<file path="src/rtl/uart_pkg.sv">
// Shared definitions for the UART subsystem: transmit FSM states, parity
// selector constants and the frame-length helper.
package uart_pkg;

    typedef enum logic [2:0] {
        IDLE,
        START,
        DATA,
        PARITY,
        STOP
    } tx_state_t;

    localparam logic PAR_EVEN = 1'b0;
    localparam logic PAR_ODD  = 1'b1;

    // Total CLK cycles of one frame; a zero period behaves as one cycle per bit.
    function automatic int unsigned frame_cycles(int unsigned data_width,
                                                 logic        parity_en,
                                                 logic        two_stop,
                                                 int unsigned period);
        int unsigned p;
        int unsigned bits;
        p    = (period == 0) ? 1 : period;
        bits = 2 + data_width + (parity_en ? 1 : 0) + (two_stop ? 1 : 0);
        return bits * p;
    endfunction

endpackage

</file>
<file path="src/rtl/uart_tx_buffered_if.sv">
// Write-side handshake of the buffered UART transmitter: data, strobe, ready.
interface uart_tx_buffered_if #(
    parameter int DATA_WIDTH = 8
);
    logic [DATA_WIDTH-1:0] TX_IN_P;
    logic                  TX_IN_V;
    logic                  TX_IN_RDY;

    modport master (output TX_IN_P, output TX_IN_V, input TX_IN_RDY);
    modport slave  (input TX_IN_P, input TX_IN_V, output TX_IN_RDY);
endinterface

</file>
<file path="src/rtl/uart_sync_fifo.sv">
// Single-clock FIFO with occupancy count; shared by the UART transmit and
// receive paths.
module uart_sync_fifo #(
    parameter int DATA_WIDTH = 8,
    parameter int DEPTH      = 8
) (
    input  logic                       CLK,
    input  logic                       RST,
    input  logic                       wr_en,
    input  logic [DATA_WIDTH-1:0]      wr_data,
    input  logic                       rd_en,
    output logic [DATA_WIDTH-1:0]      rd_data,
    output logic [$clog2(DEPTH):0]     count,
    output logic                       full,
    output logic                       empty
);
    localparam int AW = $clog2(DEPTH);
    localparam int CW = AW + 1;

    logic [DATA_WIDTH-1:0] mem [DEPTH];
    logic [AW-1:0]         wr_ptr;
    logic [AW-1:0]         rd_ptr;
    logic                  push;
    logic                  pop;

    // A write while full is refused even when a read frees a slot on the same edge.
    assign full    = (count == CW'(DEPTH));
    assign empty   = (count == '0);
    assign push    = wr_en && !full;
    assign pop     = rd_en && !empty;
    assign rd_data = mem[rd_ptr];

    always_ff @(posedge CLK) begin
        if (push) begin
            mem[wr_ptr] <= wr_data;
        end
    end

    // Pointers wrap naturally because DEPTH is a power of two.
    always_ff @(posedge CLK or negedge RST) begin
        if (!RST) begin
            wr_ptr <= '0;
            rd_ptr <= '0;
            count  <= '0;
        end else begin
            if (push) begin
                wr_ptr <= wr_ptr + 1'b1;
            end
            if (pop) begin
                rd_ptr <= rd_ptr + 1'b1;
            end
            case ({push, pop})
                2'b10:   count <= count + 1'b1;
                2'b01:   count <= count - 1'b1;
                default: count <= count;
            endcase
        end
    end

endmodule

</file>
<file path="src/rtl/uart_tx_buffered.sv">
// FIFO-buffered UART transmitter with runtime bit period, optional parity and
// one or two stop bits; frames stream back-to-back while the FIFO holds data.
module uart_tx_buffered
    import uart_pkg::*;
#(
    parameter int DATA_WIDTH = 8,
    parameter int FIFO_DEPTH = 8,
    parameter int PERIOD_W   = 16
) (
    input  logic                          CLK,
    input  logic                          RST,
    uart_tx_buffered_if.slave             tx_in,
    input  logic [PERIOD_W-1:0]           Bit_Period,
    input  logic                          parity_enable,
    input  logic                          parity_type,
    input  logic                          stop_two,
    output logic                          TX_OUT_S,
    output logic                          busy,
    output logic [$clog2(FIFO_DEPTH):0]   fifo_count,
    output logic                          overflow
);
    localparam int IW = $clog2(DATA_WIDTH);

    tx_state_t             state;
    logic [PERIOD_W-1:0]   bit_timer;
    logic [PERIOD_W-1:0]   period_last;
    logic [IW-1:0]         bit_idx;
    logic [DATA_WIDTH-1:0] shreg;
    logic [DATA_WIDTH-1:0] head;
    logic                  parity_bit;
    logic                  parity_en_l;
    logic                  stop_two_l;
    logic                  stop_idx;
    logic                  fifo_full;
    logic                  fifo_empty;
    logic                  bit_end;
    logic                  last_stop_end;
    logic                  pop;

    uart_sync_fifo #(
        .DATA_WIDTH (DATA_WIDTH),
        .DEPTH      (FIFO_DEPTH)
    ) u_fifo (
        .CLK     (CLK),
        .RST     (RST),
        .wr_en   (tx_in.TX_IN_V),
        .wr_data (tx_in.TX_IN_P),
        .rd_en   (pop),
        .rd_data (head),
        .count   (fifo_count),
        .full    (fifo_full),
        .empty   (fifo_empty)
    );

    assign tx_in.TX_IN_RDY = !fifo_full;

    // The head entry is popped exactly on the edge that starts a new frame.
    assign bit_end       = (bit_timer == period_last);
    assign last_stop_end = (state == STOP) && bit_end && (!stop_two_l || stop_idx);
    assign pop           = !fifo_empty && ((state == IDLE) || last_stop_end);

    always_ff @(posedge CLK or negedge RST) begin
        if (!RST) begin
            state       <= IDLE;
            TX_OUT_S    <= 1'b1;
            busy        <= 1'b0;
            overflow    <= 1'b0;
            bit_timer   <= '0;
            period_last <= '0;
            bit_idx     <= '0;
            shreg       <= '0;
            parity_bit  <= 1'b0;
            parity_en_l <= 1'b0;
            stop_two_l  <= 1'b0;
            stop_idx    <= 1'b0;
        end else begin
            overflow <= tx_in.TX_IN_V && fifo_full;
            // Configuration is captured here so mid-frame changes only affect later frames.
            if (pop) begin
                state       <= START;
                TX_OUT_S    <= 1'b0;
                busy        <= 1'b1;
                bit_timer   <= '0;
                bit_idx     <= '0;
                stop_idx    <= 1'b0;
                shreg       <= head;
                parity_bit  <= (^head) ^ (parity_type == PAR_ODD);
                parity_en_l <= parity_enable;
                stop_two_l  <= stop_two;
                period_last <= (Bit_Period == '0) ? '0 : Bit_Period - PERIOD_W'(1);
            end else begin
                case (state)
                    IDLE: begin
                        TX_OUT_S <= 1'b1;
                        busy     <= 1'b0;
                    end
                    START: begin
                        if (bit_end) begin
                            bit_timer <= '0;
                            state     <= DATA;
                            TX_OUT_S  <= shreg[0];
                        end else begin
                            bit_timer <= bit_timer + 1'b1;
                        end
                    end
                    DATA: begin
                        if (bit_end) begin
                            bit_timer <= '0;
                            if (bit_idx == IW'(DATA_WIDTH - 1)) begin
                                bit_idx <= '0;
                                if (parity_en_l) begin
                                    state    <= PARITY;
                                    TX_OUT_S <= parity_bit;
                                end else begin
                                    state    <= STOP;
                                    TX_OUT_S <= 1'b1;
                                end
                            end else begin
                                bit_idx  <= bit_idx + 1'b1;
                                shreg    <= shreg >> 1;
                                TX_OUT_S <= shreg[1];
                            end
                        end else begin
                            bit_timer <= bit_timer + 1'b1;
                        end
                    end
                    PARITY: begin
                        if (bit_end) begin
                            bit_timer <= '0;
                            state     <= STOP;
                            TX_OUT_S  <= 1'b1;
                        end else begin
                            bit_timer <= bit_timer + 1'b1;
                        end
                    end
                    STOP: begin
                        if (bit_end) begin
                            bit_timer <= '0;
                            if (last_stop_end) begin
                                state    <= IDLE;
                                TX_OUT_S <= 1'b1;
                                busy     <= 1'b0;
                            end else begin
                                stop_idx <= 1'b1;
                            end
                        end else begin
                            bit_timer <= bit_timer + 1'b1;
                        end
                    end
                    default: begin
                        state    <= IDLE;
                        TX_OUT_S <= 1'b1;
                        busy     <= 1'b0;
                    end
                endcase
            end
        end
    end

endmodule
</file>
<file path="src/flat_wrapper.sv">
// flat-port wrapper written by rule: the top's interface ports become plain ports
module uart_tx_buffered_flat import uart_pkg::*;
#(
    parameter int DATA_WIDTH = 8,
    parameter int FIFO_DEPTH = 8,
    parameter int PERIOD_W   = 16
)
  (CLK, RST, Bit_Period, parity_enable, parity_type, stop_two, TX_OUT_S, busy, fifo_count, overflow, tx_in_TX_IN_P, tx_in_TX_IN_V, tx_in_TX_IN_RDY);
  uart_tx_buffered_if #(.DATA_WIDTH(DATA_WIDTH)) tx_in_i ();
  input  logic CLK;
  input  logic RST;
  input  logic [PERIOD_W-1:0] Bit_Period;
  input  logic parity_enable;
  input  logic parity_type;
  input  logic stop_two;
  output logic TX_OUT_S;
  output logic busy;
  output logic [$clog2(FIFO_DEPTH):0] fifo_count;
  output logic overflow;
  input wire logic [$bits(tx_in_i.TX_IN_P)-1:0] tx_in_TX_IN_P;
  input wire logic [$bits(tx_in_i.TX_IN_V)-1:0] tx_in_TX_IN_V;
  output wire logic [$bits(tx_in_i.TX_IN_RDY)-1:0] tx_in_TX_IN_RDY;
  assign tx_in_i.TX_IN_P = tx_in_TX_IN_P;
  assign tx_in_i.TX_IN_V = tx_in_TX_IN_V;
  assign tx_in_TX_IN_RDY = tx_in_i.TX_IN_RDY;
  uart_tx_buffered #(.DATA_WIDTH(DATA_WIDTH), .FIFO_DEPTH(FIFO_DEPTH), .PERIOD_W(PERIOD_W)) u_core (.CLK(CLK), .RST(RST), .tx_in(tx_in_i), .Bit_Period(Bit_Period), .parity_enable(parity_enable), .parity_type(parity_type), .stop_two(stop_two), .TX_OUT_S(TX_OUT_S), .busy(busy), .fifo_count(fifo_count), .overflow(overflow));
endmodule
</file>
<file path="config.mk">
export PLATFORM = sky130hd
export DESIGN_NAME = uart_tx_buffered_flat
export DESIGN_NICKNAME = d
export VERILOG_FILES = /design/src/rtl/uart_pkg.sv /design/src/rtl/uart_tx_buffered_if.sv /design/src/rtl/uart_sync_fifo.sv /design/src/rtl/uart_tx_buffered.sv /design/src/flat_wrapper.sv
export SDC_FILE = /design/constraint.sdc
export NUM_CORES = 1
export LEC_CHECK = 0
export ABC_AREA = 1
export ABC_CLOCK_PERIOD_IN_PS = 2650
export CAP_MARGIN = 0
export CORE_MARGIN = 2
export CORE_UTILIZATION = 45
export DETAILED_ROUTE_END_ITERATION = 10
export DONT_BUFFER_PORTS = 1
export GPL_TIMING_DRIVEN = 0
export PLACE_DENSITY = 0.63
export SLEW_MARGIN = 20
export SYNTH_ARGS = -nofsm -noshare
export SYNTH_HDL_FRONTEND = slang
export SYNTH_SLANG_ARGS = --single-unit
</file>
<file path="constraint.sdc">
create_clock -name CLK -period 2.65 [get_ports CLK]
set_input_delay 0.6625 -clock CLK [delete_from_list [all_inputs] [get_ports CLK]]
set_output_delay 0.6625 -clock CLK [all_outputs]
set_load 0.02 [all_outputs]
</file>
==> results.toml <==
[global_route]
grt_pass1_vias = 5285
antenna_found_initial = 0
overflow = 0
use_met1_pct = 26.1
gr-usage-all-layers_pct = 20.8
grt_busiest_layer = "met2"
grt_max_degree = 63
gr-usage-met3_pct = 5.61
grt_use_met2_pct = 35.5
grt_pass1_wl_um = 26200

[clock_tree]
clock-root-buffer = "clkbuf_16"
cts_buffers = 17
h-tree-depth = 4
insertion_delay_ns = 0.43
cts_tree = "built"
clock_sinks = 127
cts.reportedPaths.clkPinSlew_ns = 0.06
cts_buffer_depth = 2

[floorplanning]
initial_core_util_pct = 46.3
core_um2 = 14600
num_rows = 44
num_io_pins = 38
die_w_um = 127
die_area_um2 = 16000
die_h_um = 127

[power_and_ir_drop]
p_sw_mw = 3.74
vdd_ir_drop_max_mv = 0.855
pwr-share-comb_pct = 42.4
intPower_mw = 5.43
power_leakage_nw = 3.61
seq_power_share_pct = 32.1
power_density_nw_per_um2 = 1180
switching_share_pct = 40.8
p_total_mw = 9.17
p_clk_share_pct = 25.5

[cells_and_area]
drive_gt1_share_pct = 12.1
fin_util_pct = 53.3
seq_area_um2 = 3510
layout_commonest_cell = "nand2_1"
insertedDiodeCount = 0
fin_cells = 1041
layout.nets = 884
multiInputGateArea_um2 = 2800
syn_to_final_growth_pct = 15.1
nFillCells = 1331
final_cell_mix = "249 x nand2_1, 89 x inv_1, 78 x nor2_1"

[route]
drtAntennaViolNets = 0
remaining_drc_errors = 0
drtIter0Drc = 438
num_vias = 5413
wl_per_cell_um = 15.0
via_per_inst = 5.20
wl_um = 15600
dr.pass1.iters = 7

[placement]
pre_cts_ws_ns = -0.411
place_inst = 996
place.gp.congestion = 0.935
io_buffers = 0
detailed_place_hpwl_um = 10800

[yosys]
synth_warnings = 0
synth.distinct_cells = 36
synth_area_um2 = 6760
synthesis.instances = 812
ys_async_sr_fraction_pct = 49.6
ys_ff_latch = 127
synth_area_per_cell_um2 = 8.32
synth_flop_cell = "edfxtp_1"
synth_nets = 852
synth_edf_count = 64
ys_seq_area_share_pct = 51.8

[critical_path]
cp.arrival_ns = 2.64
reg2reg_depth = 5
crit_fanout = 8
cp.required_ns = 2.69
endpoint_kind = "flop"
critPathKind = "reg2reg"
start_kind = "flop"

[job]
maxCapViolations = 0

[hold_path]
hp-class = "in2async"

[timing]
relSlewSlack_pct = 38.6
whs_ns = 0.0864
worst_pin_slew_ns = 0.917
layout_setup_ws_ns = 0.0475
rsz0062_at_grt = "true"
skew_ns = 0.0129
finalSetupViolCount = 0
fin_crit_sh_pct = 98.2
clock.fmax_mhz = 384
hold_viol_final = 0
maxSlewViolCount = 0
fin_crit_ns = 2.60

[status]
outcome = "complete, no violations"
## worst paths after layout
path,to,from,slack [ns]
hold / removal,u_core.TX_OUT_S,RST,0.09
setup reg to reg,u_core.u_fifo.mem[6][7],u_core.u_fifo.count[2],0.05
setup / recovery,u_core.u_fifo.mem[6][7],u_core.u_fifo.count[2],0.05
max in group asynchronous,u_core.bit_timer[13],RST,2.25
hold reg to reg,u_core.shreg[5],u_core.shreg[5],0.48
min in group CLK,u_core.u_fifo.mem[5][5],tx_in_TX_IN_P[5],0.33
## worst max-delay path, stage by stage (launching register included)
cell and delay (ns):
dfrtp_1 0.54, inv_1 0.13, nand3_1 0.25, nand2_1 0.21, or2_2 0.38, nor2_1 0.71
## metrics by stage
| step | setup TNS [ns] | area (um^2) |
|---|---|---|
| floorplan | 0 | 6760 |
| global placement | -0.362 | 6990 |
| detailed placement | -0.557 | 6990 |
| CTS | -0.00129 | 7760 |
| global route | -3.03 | 7770 |
| finish | 0 | 7770 |
## power groups by stage
stage / Sequential [mW] / Clock [mW] / Combinational, mW
finish: 2.94 / 2.34 / 3.88
global route: 3.01 / 2.46 / 4.44
CTS: 2.95 / 2.37 / 3.88
detailed placement: 2.98 / 0 / 3.65
global placement: 2.97 / 0 / 3.57
floorplan: 2.90 / 0 / 2.80
## flip-flops by register name (all words and copies together) (netlist names), 3 cells and up
register / cells
u_core.u_fifo.mem: 64
u_core.u_fifo.count: 4
u_core.u_fifo.rd_ptr: 3
u_core.state: 3
u_core.shreg: 8
u_core.bit_timer: 16
u_core.bit_idx: 3
u_core.u_fifo.wr_ptr: 3
u_core.period_last: 16
## kinds of logic (layout without fill, tap and decap cells)
group	count (synthesis)	after routing	share of synthesized area (%)
compound gates	74	74	5.80
xor+xnor	40	40	5.19
fa+ha+maj	10	10	1.96
buf+inv	121	166	7.80
flops	127	127	51.8
mux	1	1	0.148
simple gates	439	439	27.3
## timing repair
item | 4_1_cts | 5_1_grt
hold endpoints to repair | 62 | 0
hold buffers | 1 | 0
buffers inserted | 12 | 0
endpoints found under the setup margin | 3 | 49
pin swaps | 6 | 3
gates resized for setup | 16 | 4
## synthesized netlist by cell type, types with 10 or more instances
cell type	count	area (um^2)
nand2_1	249	935
inv_1	89	334
nor2_1	83	312
edfxtp_1	64	1920
nand3_1	64	320
dfrtp_1	62	1550
o21ai_0	51	255
xor2_1	32	280
buf_2	13	65.1
o21ai_1	13	65.1
nand4_1	10	62.6
## layout make-up
type | count | area share, %
Tap cell | 184 | 2.96
Buffer | 25 | 2.14
Sequential cell | 127 | 45.1
Clock inverter | 13 | 2.09
Multi-Input combinational cell | 564 | 36.0
Clock buffer | 19 | 5.57
Timing Repair Buffer | 13 | 1.51
Inverter | 96 | 4.64
## routing by layer
metal	wire, um	part of all wire [%]	up-vias
met5	0	0	-
met3	750	4.8	13
met1	6810	44	2596
met4	162	1.0	0
met2	7850	50	127
li1	-	-	2677
Note: power is estimated with default switching activity, not from simulation.
